==> src/rtl/steer_en.sv <==
// Rider-detect / steering-enable FSM: decides from held load-cell samples whether a
// rider is on and standing evenly, and gates steering after a settle period.
module steer_en #(
   parameter logic        fast_sim     = 1'b0,
   parameter logic [11:0] MIN_RIDER_WT = 12'h200,
   parameter logic [11:0] WT_HYS       = 12'h040
) (
   input  logic        clk,
   input  logic        rst_n,
   input  logic [11:0] lft_ld,
   input  logic [11:0] rght_ld,
   input  logic        ld_vld,
   output logic        en_steer,
   output logic        rider_off,
   output logic        tmr_full
);

   typedef enum logic [1:0] {
      IDLE     = 2'b00,
      WAIT     = 2'b01,
      STEER_EN = 2'b10
   } state_t;

   state_t      r_state;
   state_t      w_nxt_state;
   logic [11:0] r_lft;
   logic [11:0] r_rght;
   logic [25:0] r_tmr;
   logic        r_en_steer;
   logic        r_rider_off;

   logic [12:0] w_sum;
   logic [11:0] w_diff;
   logic [12:0] w_on_thr;
   logic [12:0] w_off_thr;
   logic        w_sum_gt_min;
   logic        w_sum_lt_min;
   logic        w_diff_gt_1_4;
   logic        w_diff_gt_15_16;
   logic        w_tmr_full;
   logic        w_clr_tmr;

   always_ff @(posedge clk or negedge rst_n) begin
      if (!rst_n) begin
         r_lft  <= '0;
         r_rght <= '0;
      end else if (ld_vld) begin
         r_lft  <= lft_ld;
         r_rght <= rght_ld;
      end
   end

   assign w_sum     = {1'b0, r_lft} + {1'b0, r_rght};
   assign w_diff    = (r_lft >= r_rght) ? (r_lft - r_rght) : (r_rght - r_lft);
   assign w_on_thr  = {1'b0, MIN_RIDER_WT} + {1'b0, WT_HYS};
   assign w_off_thr = {1'b0, MIN_RIDER_WT} - {1'b0, WT_HYS};

   // Hysteresis band: sums equal to either threshold leave the state unchanged.
   assign w_sum_gt_min    = (w_sum > w_on_thr);
   assign w_sum_lt_min    = (w_sum < w_off_thr);
   assign w_diff_gt_1_4   = ({1'b0, w_diff} > (w_sum >> 2));
   assign w_diff_gt_15_16 = ({1'b0, w_diff} > (w_sum - (w_sum >> 4)));

   assign w_tmr_full = fast_sim ? (&r_tmr[14:0]) : (&r_tmr);

   // Saturating settle timer; parks at terminal count so tmr_full stays high.
   always_ff @(posedge clk or negedge rst_n) begin
      if (!rst_n)
         r_tmr <= '0;
      else if (w_clr_tmr)
         r_tmr <= '0;
      else if (!w_tmr_full)
         r_tmr <= r_tmr + 26'd1;
   end

   always_comb begin
      w_nxt_state = r_state;
      w_clr_tmr   = 1'b0;
      case (r_state)
         IDLE: begin
            if (w_sum_gt_min) begin
               w_nxt_state = WAIT;
               w_clr_tmr   = 1'b1;
            end
         end
         WAIT: begin
            if (w_sum_lt_min)
               w_nxt_state = IDLE;
            else if (w_diff_gt_1_4)
               w_clr_tmr = 1'b1;
            else if (w_tmr_full)
               w_nxt_state = STEER_EN;
         end
         STEER_EN: begin
            if (w_sum_lt_min)
               w_nxt_state = IDLE;
            else if (w_diff_gt_15_16) begin
               w_nxt_state = WAIT;
               w_clr_tmr   = 1'b1;
            end
         end
         default: w_nxt_state = IDLE;
      endcase
   end

   // Outputs are decoded from next state so they change on the same edge as the state.
   always_ff @(posedge clk or negedge rst_n) begin
      if (!rst_n) begin
         r_state     <= IDLE;
         r_en_steer  <= 1'b0;
         r_rider_off <= 1'b1;
      end else begin
         r_state     <= w_nxt_state;
         r_en_steer  <= (w_nxt_state == STEER_EN);
         r_rider_off <= (w_nxt_state == IDLE);
      end
   end

   assign en_steer  = r_en_steer;
   assign rider_off = r_rider_off;
   assign tmr_full  = w_tmr_full;

endmodule

==> config.mk <==
export PLATFORM = sky130hd
export DESIGN_NAME = steer_en
export DESIGN_NICKNAME = d
export VERILOG_FILES = /design/src/rtl/steer_en.sv
export SDC_FILE = /design/constraint.sdc
export NUM_CORES = 1
export LEC_CHECK = 0
export CAP_MARGIN = 25
export CORE_UTILIZATION = 56
export DETAILED_ROUTE_END_ITERATION = 10
export GPL_TIMING_DRIVEN = 0
export PLACE_DENSITY = 0.85
export SLEW_MARGIN = 20
export SYNTH_ARGS = -nofsm -noshare
export SYNTH_HDL_FRONTEND = slang
export SYNTH_SLANG_ARGS = --single-unit
==> constraint.sdc <==
create_clock -name clk -period 5.6 [get_ports clk]
set_input_delay 0.84 -clock clk [delete_from_list [all_inputs] [get_ports clk]]
set_output_delay 0.84 -clock clk [all_outputs]
set_load 0.05 [all_outputs]
* Yosys cells after proc, flatten, opt, wreduce, memory -nomap -nowiden
Cells that the tools add are included.
** Storage, ports and cells
- Register bits after elaboration :: 54
- Latch bits :: 0
- RAM bits :: 0
- ROM bits :: 0
- Output and inout port bits :: 3
- Word-level logic and storage cells :: 39
- Memories :: 0
** Cells by class
- $add $sub $neg :: 5
- Multiply operators :: 0
- Div/mod/pow operators :: 0
- $lt $le $gt $ge :: 5
- Eq/ne operators :: 4
- Shift operators :: 0
- Multiplexer cells :: 16
- Bitwise gates (word level) :: 0
- Reductions and logical operators :: 3
** Operators with widths (number)
- $mux W26 :: 2
- $add A26 B1 Y26 const B :: 1
- $reduce_and A26 Y1 :: 1
- $sub A12 B12 Y12 :: 2
- $add A12 B12 Y13 :: 1
- $gt A12 B13 Y1 :: 1
- $gt A13 B10 Y1 const B :: 1
- $lt A13 B9 Y1 const B :: 1
- $sub A13 B9 Y13 :: 1
- $ge A12 B12 Y1 :: 1
- $gt A12 B11 Y1 :: 1
- $mux W12 :: 1
- $mux W2 :: 6
- $pmux W2 S3 :: 1
- $mux W1 :: 5
- $eq A2 B2 Y1 const B :: 2
- $logic_not A2 Y1 :: 2
- $pmux W1 S3 :: 1
- $eq A2 B1 Y1 const B :: 1
- $ne A2 B1 Y1 const B :: 1

* Depth between registers and ports, before layout
- Word-level depth :: 7
- Mapped depth :: 29
- Depth with buffers taken out :: 27

* Worst setup path after synthesis
No wires, ideal clock.
- Path kind :: register to register
- Start :: register r_lft[1]
- End :: register r_tmr[10]
- Library setup time :: 0.071 ns
- Data arrival time :: 5.311 ns
- Data required time :: 5.529 ns
- Path slack :: 0.218 ns
- Cell stages (with the launch flop) :: 27
- Clock period less this slack :: 5.382 ns
- Cells stage by stage :: dfrtp_1 inv_1 ha_1 nand2b_1 a2111oi_4 nor2_1 xnor2_1 ha_1 a21o_1 a21oi_1 nor2_1 a221o_1 a21o_1 a21o_1 a221oi_1 nand2_1 xnor2_1 ha_1 nand3_1 nor4_1 a21oi_1 o311ai_1 o31ai_1 a32o_1 buf_4 buf_6 nor2_1
** Between the ends
- Word-level cells in the longest chain between the ends :: 7
- Elaborated cells on any way between the ends :: 18
- Classes of those cells :: 4 x add/sub; 5 x order compare; 1 x eq/ne; 8 x mux
** RTL lines
- start, declared :: line 26 : logic [11:0] r_lft;
- start signal, assigned :: line 48 : r_lft <= lft_ld;
- $add A12 B12 Y13 (tied with other cells) :: line 53 : assign w_sum = {1'b0, r_lft} + {1'b0, r_rght};
- $sub A13 B9 Y13 / $mux W12 (equally long branches) :: line 62, 54
- $gt A12 B13 Y1 / $gt A12 B11 Y1 (equally long branches) :: line 62, 61
- $mux W1, on equally long branches :: line 97, 89
- $mux W1, on equally long branches :: line 95, 87
- $pmux W1 S3 (*) :: line 79 : case (r_state)
- $ne A2 B1 Y1 (no source line) / $mux W26 (equally long branches)
- end signal, assigned :: line 73 : r_tmr <= r_tmr + 26'd1;
- end, declared :: line 28 : logic [25:0] r_tmr;
Mark *: on every way between the ends. The rest lies on a longest branch, timed or not.
A chain may end at the register's enable or synchronous reset.

* Final worst setup path
- Start :: register r_lft[1]
- End :: register r_tmr[25]
Same word-level chain as after synthesis.

==> impl_metrics.py <==
metrics = {
    "layout": {
        "fillCellCount": 838,
        "multi_input_area_mm2": 0.003996,
        "drive_above_1_share_pct": 11.57,
        "diodes": 0,
        "area_growth_pct": 12.83,
        "fin_area_mm2": 0.006316,
        "seq_area_mm2": 0.001353,
        "finish.utilization_pct": 64.92,
        "nNetsFinal": 808,
    },
    "power_and_ir_drop": {
        "max-vdd-ir-drop_uv": 201.7,
        "p_switching_mw": 1.089,
        "swShare_pct": 47.04,
        "pwr-share-clk_pct": 10.0,
        "seq_power_share_pct": 19.3,
        "pwr-share-comb_pct": 70.7,
        "powerDensity_mw_per_mm2": 366.5,
        "intPower_mw": 1.226,
        "power_leakage_nw": 2.845,
    },
    "yosys": {
        "synth_top_cell_area_share_pct": 23.69,
        "yosysSeqAreaShare_pct": 24.16,
        "synthCells": 660,
        "synthTopCellsByCount": "69 x ha_1, 60 x nor2_1, 59 x nand2_1",
        "synth_nets": 760,
        "yosys.area.top_type": "dfrtp_1",
        "yosysWarnings": 0,
        "synth_edf_count": 0,
        "postSynth.asyncResetShare_pct": 100.0,
        "syn_area_mm2": 0.005598,
        "yosysMostFrequentCell": "ha_1",
        "ys.flop_type": "dfrtp_1",
        "ys_types": 77,
        "syn_area_per_cell_um2": 8.482,
        "ys_ff_latch": 54,
        "synthTopCellsByArea": "dfrtp_1 24%, ha_1 15%, xnor2_1 4.9%",
    },
    "clocking": {
        "clk_pin_slew_ps": 110,
        "numCtsBuffers": 5,
        "clockBufferDepth": 2,
        "clk_latency_ps": 330,
        "cts_tree": "built",
        "root_buffer": "clkbuf_8",
        "cts_max_level": 2,
        "cts.sinks": 54,
        "ctsHoldBuffers": 0,
    },
    "floorplan": {
        "die_area_mm2": 0.01040,
        "rows": 36,
        "core-area_mm2": 0.009729,
        "start_util_pct": 57.54,
        "die-height_um": 102.0,
        "pin_count": 30,
        "fp.dieW_um": 102.0,
    },
    "detailed_routing": {
        "wirelength_um": 14020,
        "vias_per_cell": 6.043,
        "via_count": 5088,
        "antenna_left": 0,
        "dr.pass1.iters": 5,
        "drt_iter0_drc": 338,
        "wl_per_cell_um": 16.66,
        "drc": 0,
    },
    "worst_setup_path": {
        "critPathCaptureType": "flop",
        "reg2reg_depth": 26,
        "r2r_slack_ps": 250,
        "worstPathRequired_ps": 5810,
        "startpoint": "r_lft[1]$_DFFE_PN0P_",
        "worstSetupEndpoint": "r_tmr[25]$_DFFE_PN0P_",
        "path_max_fanout": 10,
        "reg2reg_from": "r_lft[1]$_DFFE_PN0P_",
        "crit_path_start_kind": "flop",
        "rr_endpoint": "r_tmr[25]$_DFFE_PN0P_",
        "worst_ep_arrival_time_ps": 5560,
        "criticalPathCategory": "reg -> reg",
    },
    "placed_design": {
        "globalplace.congestion": 0.9337,
        "dpl.hpwl_um": 11070,
        "postPlaceCellArea_mm2": 0.006042,
        "portBuffers": 28,
    },
    "sta": {
        "fin_crit_ps": 5352,
        "tightest_slew_ps": 767.5,
        "clock_skew_ps": 16.46,
        "hold_violations": 0,
        "period_share_pct": 95.56,
        "hold_slack_ps": 544.2,
        "setup_violations": 0,
        "maxSlewHeadroom_pct": 48.44,
        "drv_slew": 0,
        "max_freq_ghz": 0.1869,
    },
    "global_route": {
        "grt_max_degree": 55,
        "grt_use_total_pct": 28.30,
        "grt_pass1_vias": 4937,
        "grt_antenna_before_repair": 0,
        "grt-ovfl-total": 0,
        "grt_pass1_wl_um": 23250,
    },
    "job": {
        "cap_violations": 0,
    },
    "run_status": {
        "status": "complete, no violations",
    },
    "hold_path": {
        "min_path_type": "in -> async",
    },
}
==> state kept, by name, indices dropped and copies added (netlist names) <==
name / cells
rider_off: 1
r_tmr: 26
en_steer: 1
r_lft: 12
r_rght: 12
r_state: 2
==> worst min path at each step <==
stage                                 end  slack (ps)  cells past startpoint
floorplan            r_tmr[8]$_DFFE_PN0P_         500                      2
global placement    r_tmr[16]$_DFFE_PN0P_         520                      2
detailed placement   r_tmr[6]$_DFFE_PN0P_         530                      2
CTS                  r_tmr[6]$_DFFE_PN0P_         560                      2
global route        r_lft[11]$_DFFE_PN0P_         580                      1
finish              r_tmr[18]$_DFFE_PN0P_         540                      1
==> critical path, stage by stage, from the launching register on <==
cell       delay [ps]
dfrtp_1           410
buf_4             160
ha_1              200
nor2_1            270
a2111oi_4         140
buf_4             150
buf_4             120
o32a_1            360
buf_6             160
xnor2_4           140
ha_1              230
a221o_1           380
a21o_1            170
a21o_1            210
a221oi_2          300
nand2_1           120
xnor2_1           140
ha_1              300
nand3_1           120
a21o_1            180
a21oi_2           180
o311ai_1          120
o31ai_1           100
a32o_1            200
buf_4             160
buf_6             150
nor2_1             50
==> logic make-up (layout without fill, tap and decap cells) <==
logic type / Yosys count / after routing / synth area share (%)
buffers and inverters: 74 / 123 / 5.990
DFF: 54 / 54 / 24.16
muxes: 8 / 8 / 1.587
AOI/OAI and AO/OA: 172 / 172 / 21.44
adders and majority gates: 73 / 73 / 16.85
xor gates and xnor gates: 56 / 56 / 9.678
and+or+nand+nor: 223 / 223 / 20.29
==> power by group through the flow <==
stage | Clock (mW) | Combinational [mW] | Sequential (mW)
6_report | 0.231 | 1.64 | 0.447
5_1_grt | 0.252 | 1.81 | 0.450
4_1_cts | 0.237 | 1.57 | 0.447
3_5_place_dp | 0 | 1.53 | 0.455
3_3_place_gp | 0 | 1.46 | 0.452
2_1_floorplan | 0 | 1.18 | 0.461
==> per-layer routing <==
metal,up-vias,share of wire (%),global-route usage (%)
met1,2486,46,39.24
met5,-,0,0
met4,0,1.5,7.033
met3,18,4.3,2.462
met2,137,48,47.70
li1,2447,-,-
==> layout make-up <==
type | instances | area share [%]
clock buffer | 6 | 1.149
multi-input combinational | 532 | 63.27
inverter | 51 | 3.031
clock inverter | 2 | 0.2179
sequential | 54 | 21.41
buffer | 23 | 2.338
tap | 133 | 2.635
timing repair buffer | 41 | 5.943
==> metrics by stage <==
stage          power [mW]  TNS (ps)  setup WS (ps)  instances
2_1_floorplan       1.643         0          217.7        660
3_3_place_gp        1.917     -9301         -393.0        821
3_5_place_dp        1.984    -14320         -562.5        821
4_1_cts             2.254         0          18.91        834
5_1_grt             2.517    -29.84         -14.25        842
6_report            2.315         0          248.4        842
==> repair_timing <==
| item | CTS | global route |
|---|---|---|
| endpoints found under the hold margin | 0 | 0 |
| pin swaps | 4 | 7 |
| setup endpoints to repair | 30 | 29 |
| buffers inserted | 5 | 8 |
| resized for setup | 6 | 16 |
==> placed cells by master (no fill, tap or decap), drive strengths merged, types with 10 or more instances in the layout <==
| cell type | n |
|---|---|
| nor3 | 14 |
| buf | 31 |
| a21oi | 45 |
| clkdlybuf4s50 | 27 |
| nor2 | 60 |
| inv | 52 |
| nand4 | 12 |
| o21ai | 41 |
| nand2 | 59 |
| a21o | 19 |
| nand3 | 19 |
| dfrtp | 53 |
| nor2b | 10 |
| ha | 69 |
| clkbuf | 12 |
| xnor2 | 33 |
| xor2 | 22 |
(Power assumes the default switching activity.)
